### src/rtl/rng_bit_stats.sv
// Block-based randomness health check: counts ones and bit transitions over
// 2^LOG2_WORDS 32-bit generator words and flags whether both stay near N/2.
//
// state     | meaning
// S_IDLE    | waiting for the first start after reset
// S_COLLECT | accepting valid words into the accumulators
// S_DONE    | block finished, results held until the next block completes
module rng_bit_stats #(
  parameter int unsigned LOG2_WORDS = 10,
  parameter int unsigned MONO_TOL   = 256,
  parameter int unsigned RUNS_TOL   = 256
) (
  input  logic                  clk,
  input  logic                  rst,
  input  logic                  start,
  input  logic [31:0]           data_in,
  input  logic                  data_valid,
  output logic                  busy,
  output logic [LOG2_WORDS+5:0] ones_count,
  output logic [LOG2_WORDS+5:0] trans_count,
  output logic                  result_valid,
  output logic                  pass
);

  localparam int unsigned CW = LOG2_WORDS + 6;
  localparam logic [CW-1:0] HALF = CW'(32'd1 << (LOG2_WORDS + 4));

  localparam logic [1:0] S_IDLE    = 2'd0;
  localparam logic [1:0] S_COLLECT = 2'd1;
  localparam logic [1:0] S_DONE    = 2'd2;

  logic [1:0]            state;
  logic [LOG2_WORDS-1:0] words_left;
  logic [CW-1:0]         ones_acc;
  logic [CW-1:0]         trans_acc;
  logic                  first_word;
  logic                  prev_msb;

  logic [5:0]            word_ones;
  logic [5:0]            word_trans;
  logic [CW-1:0]         ones_next;
  logic [CW-1:0]         trans_next;
  logic [CW-1:0]         ones_diff;
  logic [CW-1:0]         trans_diff;
  logic                  pass_next;

  // The boundary transition links bit 31 of the previous word to bit 0 of this one.
  always_comb begin
    word_ones  = '0;
    word_trans = '0;
    for (int i = 0; i < 32; i++) word_ones = word_ones + 6'(data_in[i]);
    for (int i = 0; i < 31; i++) word_trans = word_trans + 6'(data_in[i] ^ data_in[i+1]);
    if (!first_word && (data_in[0] ^ prev_msb)) word_trans = word_trans + 6'd1;
  end

  always_comb begin
    ones_next  = ones_acc + CW'(word_ones);
    trans_next = trans_acc + CW'(word_trans);
    ones_diff  = (ones_next >= HALF) ? (ones_next - HALF) : (HALF - ones_next);
    trans_diff = (trans_next >= HALF) ? (trans_next - HALF) : (HALF - trans_next);
    pass_next  = (32'(ones_diff) <= MONO_TOL) && (32'(trans_diff) <= RUNS_TOL);
  end

  assign busy = (state == S_COLLECT);

  always_ff @(posedge clk or negedge rst) begin
    if (!rst) begin
      state        <= S_IDLE;
      words_left   <= '0;
      ones_acc     <= '0;
      trans_acc    <= '0;
      first_word   <= 1'b0;
      prev_msb     <= 1'b0;
      ones_count   <= '0;
      trans_count  <= '0;
      pass         <= 1'b0;
      result_valid <= 1'b0;
    end else begin
      result_valid <= 1'b0;
      case (state)
        S_IDLE, S_DONE: begin
          if (start) begin
            state      <= S_COLLECT;
            words_left <= '1;
            ones_acc   <= '0;
            trans_acc  <= '0;
            first_word <= 1'b1;
          end
        end
        S_COLLECT: begin
          if (data_valid) begin
            ones_acc   <= ones_next;
            trans_acc  <= trans_next;
            prev_msb   <= data_in[31];
            first_word <= 1'b0;
            words_left <= words_left - LOG2_WORDS'(1);
            if (words_left == '0) begin
              state        <= S_DONE;
              ones_count   <= ones_next;
              trans_count  <= trans_next;
              pass         <= pass_next;
              result_valid <= 1'b1;
            end
          end
        end
        default: state <= S_IDLE;
      endcase
    end
  end

endmodule

### config.mk
export PLATFORM = sky130hd
export DESIGN_NAME = rng_bit_stats
export DESIGN_NICKNAME = d
export VERILOG_FILES = /design/src/rtl/rng_bit_stats.sv
export SDC_FILE = /design/constraint.sdc
export NUM_CORES = 1
export LEC_CHECK = 0
export BUFFER_PORTS_ARGS = -buffer_cell sky130_fd_sc_hd__buf_2
export CORE_UTILIZATION = 50
export DETAILED_ROUTE_END_ITERATION = 10
export PLACE_DENSITY = 0.75
export SYNTH_ARGS = -nofsm -noshare
export SYNTH_HDL_FRONTEND = slang
export SYNTH_SLANG_ARGS = --single-unit
### constraint.sdc
create_clock -name clk -period 8 [get_ports clk]
set_clock_uncertainty 0.1 [all_clocks]
set_input_delay 0.4 -clock clk [delete_from_list [all_inputs] [get_ports clk]]
set_output_delay 0.4 -clock clk [all_outputs]
set_load 0.005 [all_outputs]
* Word-level counts from Yosys, hierarchy flattened
Cells that the tools add are included.
** Word-level totals
- Flip-flop bits (word level) :: 80
- Latch bits :: 0
- Memory bits (writable) :: 0
- Memory bits (read-only) :: 0
- Input bits :: 36
- Output and inout port bits :: 35
- Word-level logic and storage cells :: 152
- Memories kept :: 0
** Operators by class
- Add/sub/neg operators :: 69
- Multipliers :: 0
- Divide/modulo/power cells :: 0
- $lt $le $gt $ge :: 4
- Equality and inequality tests :: 5
- Shift operators :: 0
- Muxes and demuxes :: 21
- Bitwise gates (word level) :: 32
- Reductions and logical operators :: 11
** Operators by type and width (count)
- adder 6 x 1 -> 6 bit :: 51
- 2-to-1 mux 16 bit :: 5
- case mux 16 bit (2 select lines) :: 2
- adder 16 x 6 -> 16 bit :: 2
- greater-or-equal comparator 16 x 15 -> 1 bit, second input constant :: 2
- less-or-equal comparator 16 x 9 -> 1 bit, second input constant :: 2
- subtractor 15 x 16 -> 16 bit, first input constant :: 2
- subtractor 16 x 15 -> 16 bit, second input constant :: 2
- XOR 1 bit :: 32
- 2-to-1 mux 10 bit :: 2
- case mux 10 bit (2 select lines) :: 1
- adder 5 x 1 -> 6 bit :: 2
- adder 4 x 1 -> 5 bit :: 2
- logical NOT 10 bit :: 1
- subtractor 10 x 1 -> 10 bit, second input constant :: 1
- AND reduction 3 bit :: 3
- adder 3 x 1 -> 4 bit :: 2
- adder 2 x 1 -> 3 bit :: 2
- adder 6 x 1 -> 6 bit, second input constant :: 1
- 2-to-1 mux 2 bit :: 3
- 2-to-1 mux 6 bit :: 1
- 2-to-1 mux 1 bit :: 5
- adder 1 x 1 -> 2 bit :: 2
- inequality test 2 bit, second input constant :: 2
- 11 further kinds :: 12

* Longest topological paths before layout
Gate-level depths: netlist of run 1.
- Depth in word-level cells :: 38
- Depth in mapped cells :: 32
- Mapped depth without buffers :: 32

* Least setup slack after synthesis of run 1
OpenSTA, ideal clock, no wires.
- Path kind :: input to register
- Start point :: in data_in[0]
- End point :: reg pass
- Setup time :: 0.092 ns
- Data arrival time :: 7.872 ns
- Required time :: 7.808 ns
- Path slack :: -0.064 ns
- Stages on the path :: 32
- Cells stage by stage :: ha_1 > inv_1 > fa_1 > inv_1 > fa_1 > fa_1 > fa_1 > inv_1 > fa_1 > fa_1 > fa_1 > fa_1 > inv_1 > a21o_1 > a21oi_1 > xnor2_1 > nand3_1 > o21ai_0 > a221o_1 > ha_1 > o21ai_1 > or2_1 > nor2_1 > nand3_1 > xor2_1 > ha_1 > nand2_1 > a211oi_1 > a31oi_1 > a21oi_1 > nand4_1 > o31ai_2
** On the way
- Word-level cells in the longest chain between the ends :: 38
** RTL lines
- from (decl) :: RTL line 16 : input logic [31:0] data_in,
- XOR 1 bit :: RTL line 52 : for (int i = 0; i < 31; i++) word_trans = word_trans + 6'(data_in[i] ^ data_in[i+1]);
- adder 1 x 1 -> 2 bit :: RTL line 52
- adder 2 x 1 -> 3 bit :: RTL line 52
- adder 3 x 1 -> 4 bit :: RTL line 52
- adder 4 x 1 -> 5 bit :: RTL line 52
- adder 5 x 1 -> 6 bit :: RTL line 52
- adder 6 x 1 -> 6 bit (25 in series) :: RTL line 52
- adder 6 x 1 -> 6 bit :: RTL line 53 : if (!first_word && (data_in[0] ^ prev_msb)) word_trans = word_trans + 6'd1;
- 2-to-1 mux 6 bit :: RTL line 53
- adder 16 x 6 -> 16 bit :: RTL line 58 : trans_next = trans_acc + CW'(word_trans);
- subtractor 15 x 16 -> 16 bit (tied with other cells) :: RTL line 60 : trans_diff = (trans_next >= HALF) ? (trans_next - HALF) : (HALF - trans_next);
- 2-to-1 mux 16 bit :: RTL line 60
- less-or-equal comparator 16 x 9 -> 1 bit :: RTL line 61 : pass_next = (32'(ones_diff) <= MONO_TOL) && (32'(trans_diff) <= RUNS_TOL);
- logical AND 1 bit * :: RTL line 61
- to (signal assigned) :: RTL line 101 : pass <= pass_next;
- to (decl) :: RTL line 22 : output logic pass
Mark *: on every way between the ends. The rest lies on a longest branch, timed or not.
A chain may end at the register's enable or synchronous reset.

* Worst setup path in the final report of run 1
- Start point :: in data_in[1]
- End point :: reg pass
The elaborated chain is that of the path after synthesis.

==> results of run 1 <==
how the worst min path moves through the flow:
stage | start | slack [ps] | cells past startpoint | end
after floorplan | rst | 4 | 0 | first_word
after global placement | trans_count[4] | 360 | 2 | trans_count[4]
final | rst | 110 | 1 | trans_count[6]
after global routing | start | 170 | 2 | state[1]
after detailed placement | trans_count[14] | 370 | 2 | trans_count[14]
after CTS | start | 150 | 2 | state[1]
cell usage after synthesis (all sizes together), types with 2 or more instances:
cell,count
or3,7
clkbuf,23
nand3,33
and3,3
a2111oi,3
mux2i,3
nor3,9
fa,50
or4,3
o21a,2
buf,6
a41oi,2
nand2b,12
inv,65
or2,5
o21bai,2
a211oi,4
nor3b,4
o311a,2
nor2b,7
o21ai,75
a31oi,4
a21o,8
o211a,3
nand4,4
nor2,27
o31ai,10
o211ai,3
o2111ai,3
xnor2,38
nor4,7
ha,33
nor4b,4
o22ai,2
xor2,32
a21oi,16
and2,4
nand2,79
dfrtp,80
timing repair:
item	CTS	global route
setup endpoints to repair	1	1
gates resized for setup	4	19
hold buffers	0	0
pin swaps	0	14
setup buffers	1	2
cell families (layout without fill, tap and decap cells):
family	Yosys count	count (layout)	synth area share
buffers and inverters	94	207	0.0567
xor gates and xnor gates	70	70	0.0964
adders and majority gates	83	83	0.220
and+or+nand+nor	213	213	0.166
DFF	80	80	0.311
muxes	4	4	0.00641
AOI/OAI and AO/OA	145	145	0.145
flip-flops by register name, summed over array words and instances, names as in the netlist:
| signal | flops |
|---|---|
| ones_acc | 16 |
| ones_count | 16 |
| trans_acc | 16 |
| trans_count | 16 |
| words_left | 10 |
| state | 2 |
| first_word | 1 |
| pass | 1 |
| prev_msb | 1 |
| result_valid | 1 |
metrics by stage:
step / utilization / setup slack (ps) / hold WS, ps / area [µm²]
floorplan: - / 46.5 / 4.41 / 6460
global placement: 0.582 / -154 / 356 / 7310
detailed placement: 0.582 / -349 / 365 / 7310
CTS: 0.605 / 18.4 / 147 / 7610
global route: 0.613 / 17.3 / 174 / 7710
finish: 0.613 / 297 / 115 / 7710
metal layers:
layer / share of wire / wire length [µm]
met1: 0.45 / 6720
met2: 0.51 / 7660
met3: 0.034 / 505
met4: 0.013 / 192
met5: 0 / 0
worst reg2reg max path: stages (launching register included):
cell       delay, ps
dfrtp_1          350
inv_1             60
fa_1             570
fa_1             440
fa_1             490
fa_1             550
fa_1             430
fa_1             430
fa_1             420
nand2b_1         210
a211oi_4         330
o221ai_4         240
nor4_1           400
xnor2_1          320
ha_1             350
nand2_1           70
a2111oi_0        480
nand4_1          160
o31ai_2          180
area by class of cell:
type	instances	area (µm²)	share of cell area
multi-input cells	515	4200	0.545
clock inverters	5	31.3	0.00406
clock buffers	11	243	0.0315
well taps	172	215	0.0279
repair buffers	126	773	0.100
flip-flops and latches	80	2000	0.260
inverters	65	244	0.0316
==> reports/qor.csv, run 1 <==
metric,value,unit
path_clk_slew,60,ps
maxSlewViolCount,0,
final_cell_mix,"80 x dfrtp_1, 79 x nand2_1, 69 x buf_2",
grt_max_degree,81,
n_fill_cell,1082,
tns,0,ps
viasPerCell,5.47,
r2r-end,pass,
grt_pass1_wl,24.9,mm
area_growth_syn_to_layout,19.7,%
status,"complete, no violations",
clk_path_buf_depth,2,
crit_end,pass,
synth_edf_count,0,
routedWlPerCell,15.5,µm
busiest_layer,met2,
synthArstFlopShare,1.00,
endpoint_kind,register,
grt_overflow,0,
synthesis.nets,808,
fin_crit_sh,0.963,
root_buffer,clkbuf_16,
cts_tree,yes,
grt_pass1_vias,5296,
worst_setup_path_start_kind,input pin,
clk_latency,340,ps
netlist_area,6440,µm²
fp.coreArea,12600,µm²
use_met1,0.316,
worst_slew_pin_slew,1010,ps
cp_common_cell,fa_1,
syn_inst,689,
cp-startpoint,data_in[1],
synth-seq-cells,80,
cpPeakStageDelay,550,ps
antenna_left,0,
min_period,7700,ps
yosysTopAreaCell,dfrtp_1,
final_common_cell,dfrtp_1,
drtIter0Drc,237,
initial_core_util,0.512,
yosys.cell_types.count,67,
h-tree-depth,3,
met2_usage,0.409,
crit_buf_inv,5,
grt_use_total,0.240,
dp_hpwl,11.7,mm
dieArea,13300,µm²
postSynthAreaPerCell,9.35,µm²
hold_path_class,in -> async,
antenna_found_initial,0,
die_w,115,µm
regToRegSetupSlack,1330,ps
path_max_fanout,5,
path_delay_family,adder cells,
antenna_cells,0,
port_buffers,70,
max_freq,0.130,GHz
die_y,115,µm
drt-total-wl,15.1,mm
vias,5327,
critPathKind,in -> reg,
drcViolationCount,0,
finalNetCount,916,
grt_use_met3,0.0408,
relSlewSlack,0.324,
max-cap-violations,0,
yosys_warnings,0,
worst_ep_required_time,8160,ps
rsz0062_at_grt,no,
synthFlopType,dfrtp_1,
arrival,7860,ps
netlist.area_leader.share,0.311,
dr.pass1.iters,4,
setup_viol,0,
synthTopCellsByArea,"dfrtp_1 31%, fa_1 16%, ha_1 6.4%, xnor2_1 5.0%, o21ai_0 5.0%",
fin_cells,974,
pin_count,71,
rows,41,
final_hold_viol_count,0,
rr_worst_depth,18,
ys_seq_area_frac,0.311,
cts_sinks,80,
place.gp.congestion,0.903,
r2r_start,ones_acc[0],
cts_made_buffers,9,
crit_slowest_cell,fa_1,
drive_gt1_frac,0.222,
dp.cells,955,
path_depth,28,
Power of run 1 is not shown: default switching activity piles up to over one toggle a cycle in this logic, so the estimate is an artifact.
==> run 2: changes to the inputs <==
- ABC_AREA: not set -> 1
- CORE_UTILIZATION: 50 -> 61
- PLACE_DENSITY: 0.75 -> 0.82
==> run 2 against run 1 <==
Clock-buffer cell count is 3 higher. Worst hold slack better by 20 ps. Flip-flop and latch count stayed put. Critical path depth is 6 higher. Maximum frequency is 1.5% higher. Synthesized area is 8.1% higher. Sequential share of layout area is 0.51 points lower. Register-to-register slack better by 460 ps. First-iteration DRC count is 78% higher. Design area is 2.0% higher. Non-clock buffer count is 49 lower. Worst setup slack better by 110 ps. Critical path type unchanged. Critical endpoint unchanged. Largest cell class unchanged.
==> reports/qor.csv, run 2 <==
metric,value,unit,change
regToRegSetupSlack,1790,ps,was 1330 ps
antenna_found_initial,0,,unchanged
finalNetCount,1102,,was 916
die_w,109,µm,was 115 µm
maxSlewViolCount,0,,unchanged
synthArstFlopShare,1.00,,unchanged
fin_crit_sh,0.949,,was 0.963
arrival,7760,ps,was 7860 ps
routedWlPerCell,14.5,µm,was 15.5 µm
antenna_left,0,,unchanged
cts_made_buffers,9,,unchanged
design_area,7860,µm²,was 7710 µm²
synth-seq-cells,80,,unchanged
grt_pass1_vias,6043,,was 5296
path_delay_family,adder cells,,unchanged
yosysTopAreaCell,dfrtp_1,,unchanged
clk_path_buf_depth,2,,unchanged
h-tree-depth,3,,unchanged
cpPeakStageDelay,540,ps,was 550 ps
fp.coreArea,11000,µm²,was 12600 µm²
netlist.area_leader.share,0.288,,was 0.311
rr_worst_depth,24,,was 18
die_y,109,µm,was 115 µm
worst_slew_pin_slew,976,ps,was 1010 ps
synth_edf_count,0,,unchanged
dr.pass1.iters,5,,was 4
crit_slowest_cell,fa_1,,unchanged
min_period,7590,ps,was 7700 ps
dp_hpwl,12.7,mm,was 11.7 mm
critPathKind,in -> reg,,unchanged
worst_ep_required_time,8170,ps,was 8160 ps
synthTopCellsByArea,"dfrtp_1 29%, fa_1 14%, nand2_1 14%, inv_1 7.9%, ha_1 5.9%",,"was dfrtp_1 31%, fa_1 16%, ha_1 6.4%, xnor2_1 5.0%, o21ai_0 5.0%"
final_hold_viol_count,0,,unchanged
syn_inst,911,,was 689
status,"complete, no violations",,unchanged
drive_gt1_frac,0.151,,was 0.222
synthesis.nets,1030,,was 808
viasPerCell,5.42,,was 5.47
final_common_cell,nand2_1,,was dfrtp_1
postCtsHoldBufs,0,,unchanged
r2r_start,ones_acc[0],,unchanged
path_max_fanout,11,,was 5
hold_path_class,in -> async,,unchanged
grt_pass1_wl,28.3,mm,was 24.9 mm
yosys_warnings,0,,unchanged
initial_core_util,0.634,,was 0.512
yosys-top-cells-count,"251 x nand2_1, 147 x inv_1, 82 x nand3_1, 80 x dfrtp_1, 57 x o21ai_0",,"was 80 x dfrtp_1, 79 x nand2_1, 64 x inv_1, 64 x o21ai_0, 50 x fa_1"
netlist_area,6960,µm²,was 6440 µm²
grt_overflow,0,,unchanged
cts_tree,yes,,unchanged
pin_count,71,,unchanged
yosys.cell_types.count,41,,was 67
fin_cells,1128,,was 974
root_buffer,clkbuf_16,,unchanged
endpoint_kind,register,,unchanged
area_growth_syn_to_layout,13.0,%,was 19.7%
cp_common_cell,fa_1,,unchanged
dpl-instance-area,7470,µm²,was 7310 µm²
relSlewSlack,0.349,,was 0.324
max_freq,0.132,GHz,was 0.130 GHz
cts_sinks,80,,unchanged
yosys.cell_count.top_type,nand2_1,,was dfrtp_1
r2r-end,pass,,unchanged
ys_seq_area_frac,0.288,,was 0.311
vias,6114,,was 5327
cp-startpoint,data_in[12],,was data_in[1]
port_buffers,70,,unchanged
postSynthAreaPerCell,7.64,µm²,was 9.35 µm²
drt-total-wl,16.4,mm,was 15.1 mm
drcViolationCount,0,,unchanged
clk_latency,340,ps,about the same
grt_use_total,0.309,,was 0.240
rows,38,,was 41
path_clk_slew,60,ps,about the same
final_cell_mix,"251 x nand2_1, 147 x inv_1, 80 x nand3_1, 80 x dfrtp_1, 69 x buf_2",,"was 80 x dfrtp_1, 79 x nand2_1, 69 x buf_2"
drtIter0Drc,422,,was 237
dp.cells,1112,,was 955
n_fill_cell,890,,was 1082
max-cap-violations,0,,unchanged
setup_viol,0,,unchanged
crit_buf_inv,7,,was 5
antenna_cells,0,,unchanged
grt_max_degree,81,,unchanged
place.gp.congestion,0.936,,was 0.903
dieArea,11800,µm²,was 13300 µm²
worst_setup_path_start_kind,input pin,,unchanged
synthFlopType,dfrtp_1,,unchanged
==> run 2: changes by cell type in the layout (fill, tap and decap cells not counted), sizes merged, moves of 8 or more <==
cell    previous run  this run
xnor2             38        16
inv               66       152
nand2             79       274
nand3             33        86
o21ai             75        59
nor2              27        50
a21o               8         0
o22ai              2        15
nand2b            12         0
o31ai             10         1
a21oi             16         6
buf              126        77
nand4              4        16
==> run 2: metrics by stage <==
stage | hold slack (ps) | TNS [ps] | utilization | worst slack, ps
floorplan | 4.41 | 0 | - | 259
global placement | 349 | 0 | 0.680 | 136
detailed placement | 368 | -14.6 | 0.680 | -14.6
CTS | 167 | 0 | 0.711 | 269
global route | 206 | -43.9 | 0.716 | -43.9
finish | 134 | 0 | 0.716 | 411
==> run 2: worst register-to-register path, cell delays in order (launching register included) <==
cell	delay, ps
dfrtp_1	320
inv_1	60
fa_1	580
fa_1	450
fa_1	510
fa_1	550
fa_1	430
fa_1	430
fa_1	410
inv_1	110
nand3_1	170
nand3_1	170
nand4_1	170
xor2_1	350
ha_1	540
nand2_1	150
nand2_1	80
nand2_1	50
nand3_1	100
nand2_1	70
inv_1	50
nand2_1	40
nor2_1	70
nand3_1	90
o21bai_2	110
==> run 2: cells by family (layout without fill, tap and decap cells) <==
kind of cell,count (synthesis),after routing,synth area share
fa+ha+maj,83,83,0.203
buf+inv,169,246,0.0926
compound gates,88,88,0.0708
flops,80,80,0.288
simple gates,445,445,0.288
xor+xnor,46,46,0.0579
==> run 2: area by class of cell <==
cell class | count | area, µm² | area share
clock inverter | 2 | 60.1 | 0.00764
inverter | 153 | 574 | 0.0730
clock buffer | 14 | 274 | 0.0348
tap | 140 | 175 | 0.0223
multi-input combinational | 662 | 4370 | 0.556
timing repair buffer | 77 | 405 | 0.0516
sequential | 80 | 2000 | 0.255
==> run 2: worst max-delay path by stage <==
stage,end,slack (ps),depth (start not counted)
global route,pass,-40,34
floorplan,pass,260,33
CTS,pass,270,34
global placement,pass,140,34
detailed placement,pass,-10,34
finish,pass,410,34
==> run 2: repair_timing <==
| action | in CTS | in global routing |
|---|---|---|
| buffers inserted | 0 | 0 |
| resized for setup | 0 | 12 |
| endpoints found under the setup margin | 0 | 1 |
==> run 2: layer usage <==
metal	share of wire	global-route usage	vias up
met1	0.45	0.415	2905
met2	0.48	0.512	162
met3	0.054	0.0574	28
met5	0	0	-
li1	-	-	3019
met4	0.017	0.0869	0
Power of run 2 is left out for the same reason.
==> run 3: changes to the inputs <==
==> constraint.sdc (replaced) <==
create_clock -name clk -period 8 [get_ports clk]
set_clock_uncertainty 0.1 [all_clocks]
set_input_delay 1.6 -clock clk [delete_from_list [all_inputs] [get_ports clk]]
set_output_delay 1.6 -clock clk [all_outputs]
set_load 0.005 [all_outputs]
==> run 3 against run 2 <==
The flow now finishes with violations (negative setup slack). Global-route usage rose by 4.2 points. Worst setup slack lost 840 ps. First-iteration DRC count rose by 36%. Die area is the same. Non-clock buffer count is 86 higher. Largest cell class unchanged. Critical endpoint unchanged. Sequential share of layout area down 2.4 points. Wire length increased by 18%. Flip-flop and latch count unchanged. Maximum frequency decreased by 9.9%.
==> reports/qor.csv, run 3 (synthesis gave the netlist of run 2 again) <==
metric,value,unit,change
initial_core_util,0.634,,unchanged
postCtsHoldBufs,0,,unchanged
fp.coreArea,11000,µm²,unchanged
rows,38,,unchanged
tns,-425,ps,was 0 ps
h-tree-depth,3,,unchanged
clk_path_buf_depth,2,,unchanged
cp_common_cell,nand2_1,,was fa_1
dpl-instance-area,8180,µm²,was 7470 µm²
die_w,109,µm,unchanged
dp_hpwl,14.1,mm,was 12.7 mm
n_fill_cell,700,,was 890
worst_setup_path_start_kind,input pin,,unchanged
area_growth_syn_to_layout,25.0,%,was 13.0%
path_clk_slew,60,ps,about the same
min_from,trans_count[2],,
drcViolationCount,0,,unchanged
arrival,8560,ps,was 7760 ps
grt_overflow,0,,unchanged
final_hold_viol_count,0,,unchanged
status,"finished, violations left",,"was complete, no violations"
crit_buf_inv,12,,was 7
drtIter0Drc,575,,was 422
fin_crit_sh,1.05,,was 0.949
cts_made_buffers,9,,unchanged
grt_pass1_wl,31.7,mm,was 28.3 mm
final_common_cell,nand2_1,,unchanged
multi_input_area,4570,µm²,was 4370 µm²
hold_path_class,reg -> reg,,was in -> async
routedWlPerCell,16.0,µm,was 14.5 µm
holdPathStages,2,,
grt_max_degree,81,,unchanged
grt_use_total,0.351,,was 0.309
dp.cells,1191,,was 1112
drive_gt1_frac,0.257,,was 0.151
maxSlewViolCount,0,,unchanged
max-cap-violations,0,,unchanged
path_max_fanout,3,,was 11
worst_ep_required_time,8140,ps,was 8170 ps
min_period,8430,ps,was 7590 ps
rr_worst_depth,23,,was 24
max_freq,0.119,GHz,was 0.132 GHz
ff_latch_area,2000,µm²,unchanged
design_area,8700,µm²,was 7860 µm²
path_delay_family,adder cells,,unchanged
vias,6757,,was 6114
whs_endpoint,trans_count[2],,
endpoint_kind,register,,unchanged
r2r_start,ones_acc[0],,unchanged
root_buffer,clkbuf_16,,unchanged
regToRegSetupSlack,2020,ps,was 1790 ps
viasPerCell,5.57,,was 5.42
pin_count,71,,unchanged
fin_cells,1214,,was 1128
hold_slack,370,ps,was 134 ps
place.gp.congestion,0.937,,was 0.936
r2r-end,pass,,unchanged
worst_slack,-425,ps,was 411 ps
grt_pass1_vias,6911,,was 6043
relSlewSlack,0.343,,was 0.349
drt-total-wl,19.4,mm,was 16.4 mm
dieArea,11800,µm²,unchanged
violations,negative setup slack,,
antenna_found_initial,1,,was 0
cts_tree,yes,,unchanged
die_y,109,µm,unchanged
finalNetCount,1188,,was 1102
setup_viol,1,,was 0
cts_sinks,80,,unchanged
port_buffers,70,,unchanged
worst_slew_pin_slew,985,ps,was 976 ps
antenna_left,0,,unchanged
crit_slowest_cell,fa_1,,unchanged
critPathKind,in -> reg,,unchanged
cpPeakStageDelay,570,ps,was 540 ps
clk_latency,350,ps,was 340 ps
dr.pass1.iters,6,,was 5
rsz0062_at_grt,yes,,
final_cell_mix,"239 x nand2_1, 141 x inv_1, 94 x buf_4",,"was 251 x nand2_1, 147 x inv_1, 80 x nand3_1, 80 x dfrtp_1, 69 x buf_2"
## run 3: cell types whose count changed in the layout (fill, tap and decap cells not counted), moves of 5 or more
cell     delta
inv_2       +6
inv_1       -6
nand2_1    -12
nand3_1     -8
ha_1        -5
o21ai_1     +5
nand2_2    +10
o21ai_0     -5
buf_4      +86
nand3_2     +8
## run 3: final cells by class
| class | count | share of cell area |
|---|---|---|
| Sequential cell | 80 | 0.230 |
| Inverter | 153 | 0.0660 |
| Clock buffer | 13 | 0.0311 |
| Clock inverter | 2 | 0.00431 |
| Antenna cell | 1 | 0.000288 |
| Tap cell | 140 | 0.0201 |
| Timing Repair Buffer | 163 | 0.122 |
| Multi-Input combinational cell | 662 | 0.526 |
## run 3: repair_timing
action,CTS,global route
endpoints found under the setup margin,1,13
pin swaps,8,6
gates resized for setup,19,24
buffers inserted,3,4
## run 3: layer usage
metal	track usage	vias up	share of wire
met1	0.428	3200	0.40
met5	0	-	0
met2	0.597	295	0.49
met4	0.155	0	0.035
met3	0.0777	75	0.071
li1	-	3187	-
## run 3: worst max-delay path by stage
| stage | slack (ps) | startpoint | cells past startpoint | endpoint |
|---|---|---|---|---|
| floorplan | -260 | data_in[22] | 33 | pass |
| global placement | -640 | data_in[22] | 36 | pass |
| detailed placement | -840 | data_in[1] | 36 | pass |
| CTS | -310 | data_in[0] | 36 | pass |
| global route | -810 | data_in[0] | 35 | pass |
| finish | -430 | data_in[0] | 38 | pass |
## run 3: tightest hold or removal path, cell delays in order, from the launching register on
cell,delay [ps]
dfrtp_1,340
nand2_1,50
nand2_1,50
## run 3: stage by stage
step	worst slack, ps	util
6_report	-425	0.792
4_1_cts	-307	0.782
3_3_place_gp	-637	0.745
5_1_grt	-810	0.792
3_5_place_dp	-839	0.745
2_1_floorplan	-265	-
Power of run 3 is left out for the same reason.
